==> config.mk <==
export PLATFORM = sky130hd
export DESIGN_NAME = s2p_lane_arbiter_flat
export DESIGN_NICKNAME = d
export VERILOG_FILES = /design/src/rtl/s2p_lane_arbiter_if.sv /design/src/rtl/s2p_lane_arbiter.sv /design/src/flat_wrapper.sv
export SDC_FILE = /design/constraint.sdc
export NUM_CORES = 1
export LEC_CHECK = 0
export BUFFER_PORTS_ARGS = -buffer_cell sky130_fd_sc_hd__buf_4
export CORE_UTILIZATION = 50
export CTS_CLUSTER_DIAMETER = 30
export DETAILED_ROUTE_END_ITERATION = 8
export PLACE_DENSITY = 0.83
export SLEW_MARGIN = 20
export SYNTH_ARGS = -nofsm -noshare
export SYNTH_HDL_FRONTEND = slang
export SYNTH_SLANG_ARGS = --single-unit
==> constraint.sdc <==
create_clock -name clk -period 3.25 [get_ports clk]
set_clock_uncertainty 0.1 [all_clocks]
set_input_delay 0.4875 -clock clk [delete_from_list [all_inputs] [get_ports clk]]
set_output_delay 0.4875 -clock clk [all_outputs]
set_load 0.02 [all_outputs]
==> src/rtl/s2p_lane_arbiter_if.sv <==
// Bundle of lane, deserializer and output-port signals for s2p_lane_arbiter.
//
// Output handshake: out_valid/out_data/out_lane are driven by the arbiter and
// stay stable while out_valid=1 && out_ready=0; a word transfers on every
// rising clk edge where out_valid && out_ready are both high, and out_valid
// never depends combinationally on out_ready.
interface s2p_lane_arbiter_if #(
  parameter int NUM_LANES  = 4,
  parameter int FRAME_BITS = 8
);
  localparam int LW = (NUM_LANES > 1) ? $clog2(NUM_LANES) : 1;

  logic [NUM_LANES-1:0]  lane_req;
  logic [NUM_LANES-1:0]  lane_serial;
  logic [NUM_LANES-1:0]  lane_grant;
  logic                  s2p_din;
  logic                  s2p_din_valid;
  logic [FRAME_BITS-1:0] s2p_dout;
  logic                  s2p_dout_valid;
  logic [FRAME_BITS-1:0] out_data;
  logic [LW-1:0]         out_lane;
  logic                  out_valid;
  logic                  out_ready;
  logic                  out_err;

  // Arbiter side
  modport master (
    input  lane_req, lane_serial, s2p_dout, s2p_dout_valid, out_ready,
    output lane_grant, s2p_din, s2p_din_valid, out_data, out_lane, out_valid, out_err
  );

  // Environment side: lanes, deserializer and downstream consumer
  modport slave (
    output lane_req, lane_serial, s2p_dout, s2p_dout_valid, out_ready,
    input  lane_grant, s2p_din, s2p_din_valid, out_data, out_lane, out_valid, out_err
  );
endinterface

==> src/rtl/s2p_lane_arbiter.sv <==
// Round-robin sharing of one serial-to-parallel deserializer between lanes.
// One lane is granted per frame, its bit stream is routed to the deserializer
// for FRAME_BITS cycles, and the returned word is presented tagged with the
// lane index. A deserializer that stays silent for RESP_TIMEOUT cycles in
// WAIT_RESP produces a one-cycle out_err pulse in the following cycle.
module s2p_lane_arbiter #(
  parameter int NUM_LANES    = 4,
  parameter int FRAME_BITS   = 8,
  parameter int RESP_TIMEOUT = 4,
  localparam int LW = (NUM_LANES > 1) ? $clog2(NUM_LANES) : 1
) (
  input  logic                  clk,
  input  logic                  rst_n,
  s2p_lane_arbiter_if.master    bus,
  output logic [2:0]            state_dbg_o
);

  typedef enum logic [2:0] {
    IDLE      = 3'd0,
    GRANT     = 3'd1,
    SHIFT     = 3'd2,
    WAIT_RESP = 3'd3,
    OUTPUT    = 3'd4
  } state_e;

  state_e                state_q, state_d;
  logic [LW-1:0]         sel_q, sel_d;
  logic [LW-1:0]         rr_last_q, rr_last_d;
  logic [3:0]            bit_cnt_q, bit_cnt_d;
  logic [3:0]            resp_cnt_q, resp_cnt_d;
  logic [FRAME_BITS-1:0] out_data_q, out_data_d;
  logic [LW-1:0]         out_lane_q, out_lane_d;
  logic                  out_valid_q, out_valid_d;
  logic                  out_err_q, out_err_d;

  logic                  pick_found;
  logic [LW-1:0]         pick_idx;
  logic [LW-1:0]         cand;

  // Round-robin pick: scan from rr_last+1 with wrap; nearest requester wins,
  // so the loop runs farthest-first and lets closer lanes overwrite.
  always_comb begin
    pick_found = 1'b0;
    pick_idx   = '0;
    cand       = '0;
    for (int i = NUM_LANES; i >= 1; i--) begin
      cand = LW'((int'(rr_last_q) + i) % NUM_LANES);
      if (bus.lane_req[cand]) begin
        pick_found = 1'b1;
        pick_idx   = cand;
      end
    end
  end

  // State and datapath registers, cleared asynchronously
  always_ff @(posedge clk or negedge rst_n) begin
    if (!rst_n) begin
      state_q     <= IDLE;
      sel_q       <= '0;
      rr_last_q   <= LW'(NUM_LANES - 1);
      bit_cnt_q   <= '0;
      resp_cnt_q  <= '0;
      out_data_q  <= '0;
      out_lane_q  <= '0;
      out_valid_q <= 1'b0;
      out_err_q   <= 1'b0;
    end else begin
      state_q     <= state_d;
      sel_q       <= sel_d;
      rr_last_q   <= rr_last_d;
      bit_cnt_q   <= bit_cnt_d;
      resp_cnt_q  <= resp_cnt_d;
      out_data_q  <= out_data_d;
      out_lane_q  <= out_lane_d;
      out_valid_q <= out_valid_d;
      out_err_q   <= out_err_d;
    end
  end

  // Next-state and register updates for the frame sequence
  always_comb begin
    state_d     = state_q;
    sel_d       = sel_q;
    rr_last_d   = rr_last_q;
    bit_cnt_d   = bit_cnt_q;
    resp_cnt_d  = resp_cnt_q;
    out_data_d  = out_data_q;
    out_lane_d  = out_lane_q;
    out_valid_d = out_valid_q;
    out_err_d   = 1'b0;
    unique case (state_q)
      IDLE: begin
        if (pick_found) begin
          sel_d   = pick_idx;
          state_d = GRANT;
        end
      end
      GRANT: begin
        bit_cnt_d = '0;
        state_d   = SHIFT;
      end
      SHIFT: begin
        bit_cnt_d = bit_cnt_q + 4'd1;
        if (bit_cnt_q == 4'(FRAME_BITS - 1)) begin
          rr_last_d  = sel_q;
          resp_cnt_d = '0;
          state_d    = WAIT_RESP;
        end
      end
      WAIT_RESP: begin
        resp_cnt_d = resp_cnt_q + 4'd1;
        // A response in the final allowed cycle still wins over the timeout
        if (bus.s2p_dout_valid) begin
          out_data_d  = bus.s2p_dout;
          out_lane_d  = sel_q;
          out_valid_d = 1'b1;
          state_d     = OUTPUT;
        end else if (resp_cnt_q == 4'(RESP_TIMEOUT - 1)) begin
          out_err_d = 1'b1;
          state_d   = IDLE;
        end
      end
      OUTPUT: begin
        if (bus.out_ready) begin
          out_valid_d = 1'b0;
          state_d     = IDLE;
        end
      end
      default: state_d = IDLE;
    endcase
  end

  // Grant and serial routing follow the registered state and selection
  always_comb begin
    bus.lane_grant = '0;
    if (state_q == GRANT || state_q == SHIFT) begin
      bus.lane_grant[sel_q] = 1'b1;
    end
  end

  assign bus.s2p_din_valid = (state_q == SHIFT);
  assign bus.s2p_din       = (state_q == SHIFT) & bus.lane_serial[sel_q];
  assign bus.out_data      = out_data_q;
  assign bus.out_lane      = out_lane_q;
  assign bus.out_valid     = out_valid_q;
  assign bus.out_err       = out_err_q;
  assign state_dbg_o       = state_q;

endmodule

==> src/flat_wrapper.sv <==
// flat-port wrapper written by rule: the top's interface ports become plain ports
module s2p_lane_arbiter_flat 
#(
  parameter int NUM_LANES    = 4,
  parameter int FRAME_BITS   = 8,
  parameter int RESP_TIMEOUT = 4,
  localparam int LW = (NUM_LANES > 1) ? $clog2(NUM_LANES) : 1
)
  (clk, rst_n, state_dbg_o, bus_lane_req, bus_lane_serial, bus_s2p_dout, bus_s2p_dout_valid, bus_out_ready, bus_lane_grant, bus_s2p_din, bus_s2p_din_valid, bus_out_data, bus_out_lane, bus_out_valid, bus_out_err);
  s2p_lane_arbiter_if #(.NUM_LANES(NUM_LANES), .FRAME_BITS(FRAME_BITS)) bus_i ();
  input  logic clk;
  input  logic rst_n;
  output logic [2:0] state_dbg_o;
  input wire logic [$bits(bus_i.lane_req)-1:0] bus_lane_req;
  input wire logic [$bits(bus_i.lane_serial)-1:0] bus_lane_serial;
  input wire logic [$bits(bus_i.s2p_dout)-1:0] bus_s2p_dout;
  input wire logic [$bits(bus_i.s2p_dout_valid)-1:0] bus_s2p_dout_valid;
  input wire logic [$bits(bus_i.out_ready)-1:0] bus_out_ready;
  output wire logic [$bits(bus_i.lane_grant)-1:0] bus_lane_grant;
  output wire logic [$bits(bus_i.s2p_din)-1:0] bus_s2p_din;
  output wire logic [$bits(bus_i.s2p_din_valid)-1:0] bus_s2p_din_valid;
  output wire logic [$bits(bus_i.out_data)-1:0] bus_out_data;
  output wire logic [$bits(bus_i.out_lane)-1:0] bus_out_lane;
  output wire logic [$bits(bus_i.out_valid)-1:0] bus_out_valid;
  output wire logic [$bits(bus_i.out_err)-1:0] bus_out_err;
  assign bus_i.lane_req = bus_lane_req;
  assign bus_i.lane_serial = bus_lane_serial;
  assign bus_i.s2p_dout = bus_s2p_dout;
  assign bus_i.s2p_dout_valid = bus_s2p_dout_valid;
  assign bus_i.out_ready = bus_out_ready;
  assign bus_lane_grant = bus_i.lane_grant;
  assign bus_s2p_din = bus_i.s2p_din;
  assign bus_s2p_din_valid = bus_i.s2p_din_valid;
  assign bus_out_data = bus_i.out_data;
  assign bus_out_lane = bus_i.out_lane;
  assign bus_out_valid = bus_i.out_valid;
  assign bus_out_err = bus_i.out_err;
  s2p_lane_arbiter #(.NUM_LANES(NUM_LANES), .FRAME_BITS(FRAME_BITS), .RESP_TIMEOUT(RESP_TIMEOUT)) u_core (.clk(clk), .rst_n(rst_n), .bus(bus_i), .state_dbg_o(state_dbg_o));
endmodule
==> PnR_summary.wiki, run 1 <==
{| class="wikitable"
! Metric !! Value
|-
| Max Cap Viol || 0
|-
| Classification of the worst-slack hold path || in2reg
|-
| Average wire length per cell after detail routing || approximately 15 um
|-
| Final HPWL DP || 2.176 mm
|-
| Result of the run || completed
|-
| Most common cell in the netlist || sky130_fd_sc_hd__dfrtp_1
|-
| Chip Height || between 50 and 60 um
|-
| Leading cell types by total area after synthesis || sky130_fd_sc_hd__dfrtp_1 (45%), sky130_fd_sc_hd__mux2_2 (11%), sky130_fd_sc_hd__dfstp_2 (3.8%)
|-
| TritonCTS clock tree || done
|-
| Share of the synthesized area in the top cell type || between 40% and 50%
|-
| Post-route minimum period || between 2000 and 2500 ps
|-
| Number of enable flip-flop cells after synthesis || 0
|-
| Clock latency of the later-clocked register in the worst-skew pair || between 300 and 400 ps
|-
| Synthesized area per cell || between 10 and 15 um2
|-
| Final instance area || around 1700 um2
|-
| Final Setup Violations || 0
|-
| DIE AREA || around 3000 um2
|-
| Clock slew at reported path FFs || approximately 140 ps
|-
| Number of design rule violations left after detail routing || 0
|-
| Proportion of power drawn by flip-flops and latches || ~40%
|-
| Count of standard-cell rows || 18
|-
| Combinational fraction of design power || between 50% and 60%
|-
| Initial Util || between 50 and 60%
|-
| Via count of the first global-routing pass || between 1000 and 1500
|-
| Clock Sinks || 27
|-
| Max transition margin || just under 70%
|-
| Overall overflow remaining after global route || 0
|-
| Top cell types by occurrence after synthesis || sky130_fd_sc_hd__dfrtp_1 (25), sky130_fd_sc_hd__mux2_2 (13), sky130_fd_sc_hd__nor2_1 (7), sky130_fd_sc_hd__a21oi_1 (5)
|-
| Maximum number of pins on one net before global-route repair || 28
|-
| Buffers added on ports || 40
|-
| Final setup TNS || 0 ps
|-
| Setup repair after global routing missed its margin || false
|-
| Share of the cycle needed by the critical path after routing || around three quarters
|-
| Fill cell total of the finished layout || 200
|-
| Fraction of the yosys area taken by sequential cells || 48.74%
|-
| Clock root buffer master || sky130_fd_sc_hd__clkbuf_4
|-
| Number of buffers between clock root and the deepest sink || 2
|-
| Post-synthesis cell count || approximately 120
|-
| Worst Max-Slew Pin Slew || around 460 ps
|-
| Cell type with the largest total area after synthesis || sky130_fd_sc_hd__dfrtp_1
|-
| Proportion of synthesized flip-flops having asynchronous set or reset || 100.0%
|-
| Type of the setup path with the least slack || reg2out
|-
| Number of antenna violations at the first check in global routing || 0
|-
| Cell Area, Synth || approximately 1400 um2
|-
| Core region area || roughly 2500 um2
|-
| Endpoint type of the worst setup path || output port
|-
| Switch share || between 40% and 50%
|-
| Number of H-tree branching levels || 1
|-
| Syn-to-layout area delta || 24.46%
|-
| CP startpoint kind || flip-flop
|-
| Internal || approximately 0.00099 W
|-
| Max Clk Rate || 417.6 MHz
|-
| Io pins || 41
|-
| Vias || approximately 1100
|-
| Initial detailed-routing violation count || 13
|-
| Syn. warnings || 0
|-
| Ys flop type || sky130_fd_sc_hd__dfrtp_1
|-
| Worst hold margin || between 200 and 250 ps
|-
| Detailed-router iteration count before antenna repair || 4
|-
| Antenna Nets Post-Route || 0
|-
| Antenna Cells || 0
|-
| Routability Congestion || about 0.75
|-
| Total placed instance area || 1694 um2
|-
| Worst Path Arrival || 1810 ps
|-
| Maximum resistive drop on vdd || 0.7180 mV
|-
| Hold Vio Cnt, Final || 0
|-
| Req. time, crit path || 2660 ps
|-
| Number of buffers inserted during clock tree synthesis || 3
|-
| Leak pwr || a little over 0.8 nW
|-
| Power share of the clock group || under 10%
|-
| Layout cell share with drive strength beyond 1 || about two fifths
|-
| Worst-path fanout max || 14
|-
| Final net count || between 150 and 200
|-
| Vias/cell || around 5.6
|-
| Syn nets || approximately 140
|-
| Count of cell types in the netlist || 43
|-
| Total GRT Usage || 22.18%
|-
| Switch Pwr || 0.0006967 W
|-
| Die width || 54.75 um
|-
| Wire length of the first global-routing pass || 4.560 mm
|-
| PwrDens || just under 1000 nW/um2
|-
| Routed WL || about 2.8 mm
|-
| Count of state elements after synthesis || 27
|-
| Final-report max-slew violation count || 0
|}
==> metal layers <==
metal | vias to the layer above | wire length [um] | global-route usage, % | share of wire [%]
met5 | - | 0 | 0 | 0
met3 | 2 | 210 | 7.778 | 7.4
met4 | 0 | 4 | 3.846 | 0.14
met2 | 37 | 1404 | 38.15 | 49
met1 | 497 | 1221 | 26.77 | 43
li1 | 516 | - | - | -
==> final timing paths <==
check                                      start  depth (start not counted)                endpoint  slack, ps
setup reg to reg           u_core.state_dbg_o[2]                          3  u_core.bus.out_lane[0]       1380
hold / removal                     bus_out_ready                          2   u_core.state_dbg_o[2]        220
min in group asynchronous                  rst_n                          2    u_core.resp_cnt_q[0]        480
setup / recovery           u_core.state_dbg_o[0]                          4       bus_lane_grant[2]        860
hold reg to reg             u_core.resp_cnt_q[0]                          1    u_core.resp_cnt_q[0]        410
max in group asynchronous                  rst_n                          2     u_core.rr_last_q[1]       2270
==> metrics by stage <==
step           utilization, %  power, W  instances  setup WS (ps)
2_1_floorplan               -  0.001244        117           1061
3_3_place_gp            66.57  0.001505        183           1293
3_5_place_dp            66.57  0.001554        183           1238
4_1_cts                 68.04  0.001702        188          851.1
5_1_grt                 68.04  0.001809        188          698.9
6_report                68.04  0.001685        188          855.4
==> logic make-up after synthesis <==
kind of cell / Yosys count / synth area share (%)
mux: 17 / 14.30
xor+xnor: 2 / 1.259
simple gates: 36 / 16.64
fa+ha+maj: 2 / 1.798
flops: 27 / 48.74
buf+inv: 8 / 3.597
compound gates: 25 / 13.67
==> state kept, by name, summed over array words and instances (netlist names), 2 cells and up <==
signal,count
u_core.state_dbg_o,3
u_core.bus.out_lane,2
u_core.resp_cnt_q,4
u_core.bit_cnt_q,4
u_core.bus.out_data,8
u_core.rr_last_q,2
u_core.sel_q,2
==> power by group through the flow <==
stage | Clock (W) | Sequential [W] | Combinational, W
after floorplan | 0 | 0.000711 | 0.000533
after global placement | 0 | 0.000661 | 0.000844
after detailed placement | 0 | 0.000678 | 0.000876
after CTS | 0.000151 | 0.000671 | 0.000880
after global routing | 0.000165 | 0.000698 | 0.000947
final | 0.000145 | 0.000672 | 0.000868
==> layout make-up <==
type	instances	area (um2)	share of cell area [%]
Sequential cell	27	678.2	39.16
Clock inverter	1	5.005	0.2890
Tap cell	30	37.54	2.168
Multi-Input combinational cell	82	663.1	38.29
Inverter	4	15.01	0.8671
Timing Repair Buffer	41	310.3	17.92
Clock buffer	3	22.52	1.301
==> critical path, stage by stage (launching register included) <==
cell                      delay [ps]
sky130_fd_sc_hd__dfrtp_1         630
sky130_fd_sc_hd__xnor2_1         170
sky130_fd_sc_hd__or2_1           290
sky130_fd_sc_hd__nor3b_1         220
sky130_fd_sc_hd__buf_4           180
==> layout by cell type, fill, tap and decap left out, types with 2 or more instances in the layout <==
cell type and n:
sky130_fd_sc_hd__nor3_1 2, sky130_fd_sc_hd__ha_1 2, sky130_fd_sc_hd__nor3b_1 4, sky130_fd_sc_hd__mux2_2 13, sky130_fd_sc_hd__o32a_1 2, sky130_fd_sc_hd__o21ai_0 4, sky130_fd_sc_hd__and2_1 2, sky130_fd_sc_hd__a22o_2 2
sky130_fd_sc_hd__buf_4 40, sky130_fd_sc_hd__and3b_1 2, sky130_fd_sc_hd__a21oi_1 5, sky130_fd_sc_hd__dfrtp_1 25, sky130_fd_sc_hd__mux2i_1 3, sky130_fd_sc_hd__nand2b_1 3, sky130_fd_sc_hd__nand3_1 2, sky130_fd_sc_hd__a31oi_1 2
sky130_fd_sc_hd__nor2b_1 2, sky130_fd_sc_hd__xnor2_1 2, sky130_fd_sc_hd__a22o_1 3, sky130_fd_sc_hd__nand2_1 2, sky130_fd_sc_hd__nor2_1 7, sky130_fd_sc_hd__dfstp_2 2, sky130_fd_sc_hd__clkbuf_4 3, sky130_fd_sc_hd__inv_1 4
==> repair_timing <==
item / 4_1_cts / 5_1_grt
gates resized for setup: 0 / 0
hold endpoints to repair: 25 / 0
hold buffers: 1 / 0
setup buffers: 0 / 0
No activity file was read; power rests on OpenSTA's default activity.
==> run 2: changes to the inputs <==
Clock period 3.25 ns to 2.5 ns, I/O delays scaled along.
==> PnR_summary.wiki, run 2 (synthesized netlist as in run 1, its figures left out) <==
{| class="wikitable"
! Metric !! Value
|-
| Initial detailed-routing violation count || 5 (-8)
|-
| Routed WL || 2.847 mm (+0.21%)
|-
| Overall overflow remaining after global route || 0 (unchanged)
|-
| Final-report max-slew violation count || 0 (unchanged)
|-
| Routability Congestion || 0.7531 (+0.68%)
|-
| Post-route minimum period || ~2300 ps
|-
| CP startpoint kind || flip-flop
|-
| Die width || 54.75 um (unchanged)
|-
| DIE AREA || 2998 um2 (unchanged)
|-
| Number of buffers inserted during clock tree synthesis || 3 (unchanged)
|-
| Largest register FFs || 8 (unchanged)
|-
| CP peak stage delay || 620 ps (about the same)
|-
| Most common cell after layout, fill and taps aside || sky130_fd_sc_hd__buf_4
|-
| Vias/cell || 5.793 (+3.5%)
|-
| Antenna Nets Post-Route || 0 (unchanged)
|-
| Number of antenna violations at the first check in global routing || 0 (unchanged)
|-
| PwrDens || 1273 nW/um2 (+31%)
|-
| Slowest library cell on the worst path || sky130_fd_sc_hd__dfrtp_1
|-
| Clock Sinks || 27 (unchanged)
|-
| Wire length of the first global-routing pass || 4.560 mm (unchanged)
|-
| Number of design rule violations left after detail routing || 0 (unchanged)
|-
| Setup repair after global routing missed its margin || false
|-
| Worst setup slack before clock tree synthesis || 563.9 ps (-674.3 ps)
|-
| Count of standard-cell rows || 18 (unchanged)
|-
| Maximum number of pins on one net before global-route repair || 28 (unchanged)
|-
| Chip Height || 54.75 um (unchanged)
|-
| Commonest cells after routing, fill and taps aside || sky130_fd_sc_hd__buf_4 (40), sky130_fd_sc_hd__dfrtp_1 (25), sky130_fd_sc_hd__mux2_2 (13)
|-
| Number of buffers between clock root and the deepest sink || 2 (unchanged)
|-
| Cell breakdown of the critical path || nor3b_2 -> and2_1 -> buf_4
|-
| Final setup TNS || 0 ps (unchanged)
|-
| Io pins || 41 (unchanged)
|-
| Max Clk Rate || 429.3 MHz
|-
| Share of the cycle needed by the critical path after routing || 93.17%
|-
| Initial Util || 54.67% (unchanged)
|-
| Total GRT Usage || 21.73% (-0.45 points)
|-
| Buffers and inverters on the worst path || 1 (unchanged)
|-
| Buffers added on ports || 40 (unchanged)
|-
| Endpoint type of the worst setup path || output port
|-
| Clock slew at reported path FFs || 150 ps (about the same)
|-
| Final Setup Violations || 0 (unchanged)
|-
| Maximum resistive drop on vdd || 0.7337 mV (+2.2%)
|-
| Cell family with most CP delay || simple AND/OR/NAND/NOR gates
|-
| Antenna Cells || 0 (unchanged)
|-
| Result of the run || completed
|-
| TritonCTS clock tree || done
|-
| Final HPWL DP || 2.089 mm (-4.0%)
|-
| Max Cap Viol || 0 (unchanged)
|-
| Worst Path Arrival || 1850 ps (+40 ps)
|-
| Clock root buffer master || sky130_fd_sc_hd__clkbuf_4
|-
| Type of the setup path with the least slack || reg2out
|-
| Syn-to-layout area delta || 24.64%
|-
| PnR worst setup slack || 170.7 ps (-684.7 ps)
|-
| Average wire length per cell after detail routing || 15.14 um (+0.21%)
|-
| Via count of the first global-routing pass || 1079 (+7.3%)
|-
| Clock latency of the later-clocked register in the worst-skew pair || 340 ps (+20 ps)
|-
| Worst Max-Slew Pin Slew || 535.3 ps (+74.81 ps)
|-
| Fill cell total of the finished layout || 212 (+6.0%)
|-
| Max transition margin || 64.16% (-5.1 points)
|-
| Layout cell share with drive strength beyond 1 || 41.77% (unchanged)
|-
| Hold Vio Cnt, Final || 0 (unchanged)
|-
| Classification of the worst-slack hold path || in2reg
|-
| Worst-path fanout max || 13 (-1)
|-
| Vias || 1089 (+3.5%)
|-
| Final net count || 181 (unchanged)
|-
| Req. time, crit path || 2030 ps (-630 ps)
|-
| Core region area || 2545 um2 (unchanged)
|-
| Leak pwr || 0.8027 nW (-0.47%)
|-
| Detailed-router iteration count before antenna repair || 4 (unchanged)
|-
| Number of H-tree branching levels || 1 (unchanged)
|}
run 2: changes by cell type in the layout (fill, tap and decap cells not counted), sizes merged:
cell / before / now
clkinv: 1 / 0
clkinvlp: 0 / 1
run 2: routing by layer:
metal	track usage (%)	up-vias	share of wire, %
met5	0	-	0
met4	10.26	0	1.5
met3	5.833	5	6.5
met2	35.94	34	48
met1	25.93	536	43
li1	-	514	-
run 2: power breakdown:
part           internal (W)  switching [W]  leakage [nW]  total [W]
Combinational      0.000581       0.000550         0.463    0.00113
Clock             0.0000615       0.000138        0.0139   0.000200
Sequential         0.000643       0.000235         0.326   0.000878
Total               0.00128       0.000923         0.803    0.00221
run 2: cell type report:
type	instances	area, um2	share of cell area (%)
timing repair buffer	41	310.3	17.89
clock inverter	1	7.507	0.4329
inverter	4	15.01	0.8658
multi-input combinational	82	663.1	38.24
tap	30	37.54	2.165
sequential	27	678.2	39.11
clock buffer	3	22.52	1.299
run 2: metrics by stage:
step	util [%]	std cells	hold slack (ps)	cell area [um2]	power, W
after floorplan	-	117	-20.59	1391	0.001617
after global placement	66.57	183	201.7	1694	0.001958
after detailed placement	66.57	183	200.3	1694	0.002016
after CTS	68.14	188	99.32	1734	0.002217
after global routing	68.14	188	85.61	1734	0.002366
final	68.14	188	95.03	1734	0.002208
run 2: repair_timing:
| action | CTS | global route |
|---|---|---|
| setup buffers | 0 | 0 |
| gates resized for setup | 0 | 0 |
| hold buffers | 1 | 0 |
| endpoints found under the hold margin | 25 | 0 |
run 2: path summary, 6_finish.rpt:
check	start	to	slack [ps]	cells past startpoint
worst min-delay path	bus_out_ready	u_core.state_dbg_o[2]	100	2
worst min register to register	u_core.bit_cnt_q[2]	u_core.bit_cnt_q[2]	420	1
worst max register to register	u_core.state_dbg_o[1]	u_core.rr_last_q[1]	560	3
worst max-delay path	u_core.state_dbg_o[1]	bus_s2p_din	170	3
min in group asynchronous	rst_n	u_core.bit_cnt_q[2]	350	2
max in group asynchronous	rst_n	u_core.rr_last_q[0]	1650	2
run 2: worst register-to-register path: stages, from the launching register on:
cell and delay (ps):
sky130_fd_sc_hd__dfrtp_1 620, sky130_fd_sc_hd__nor3b_2 550, sky130_fd_sc_hd__and2_1 270, sky130_fd_sc_hd__mux2_2 360
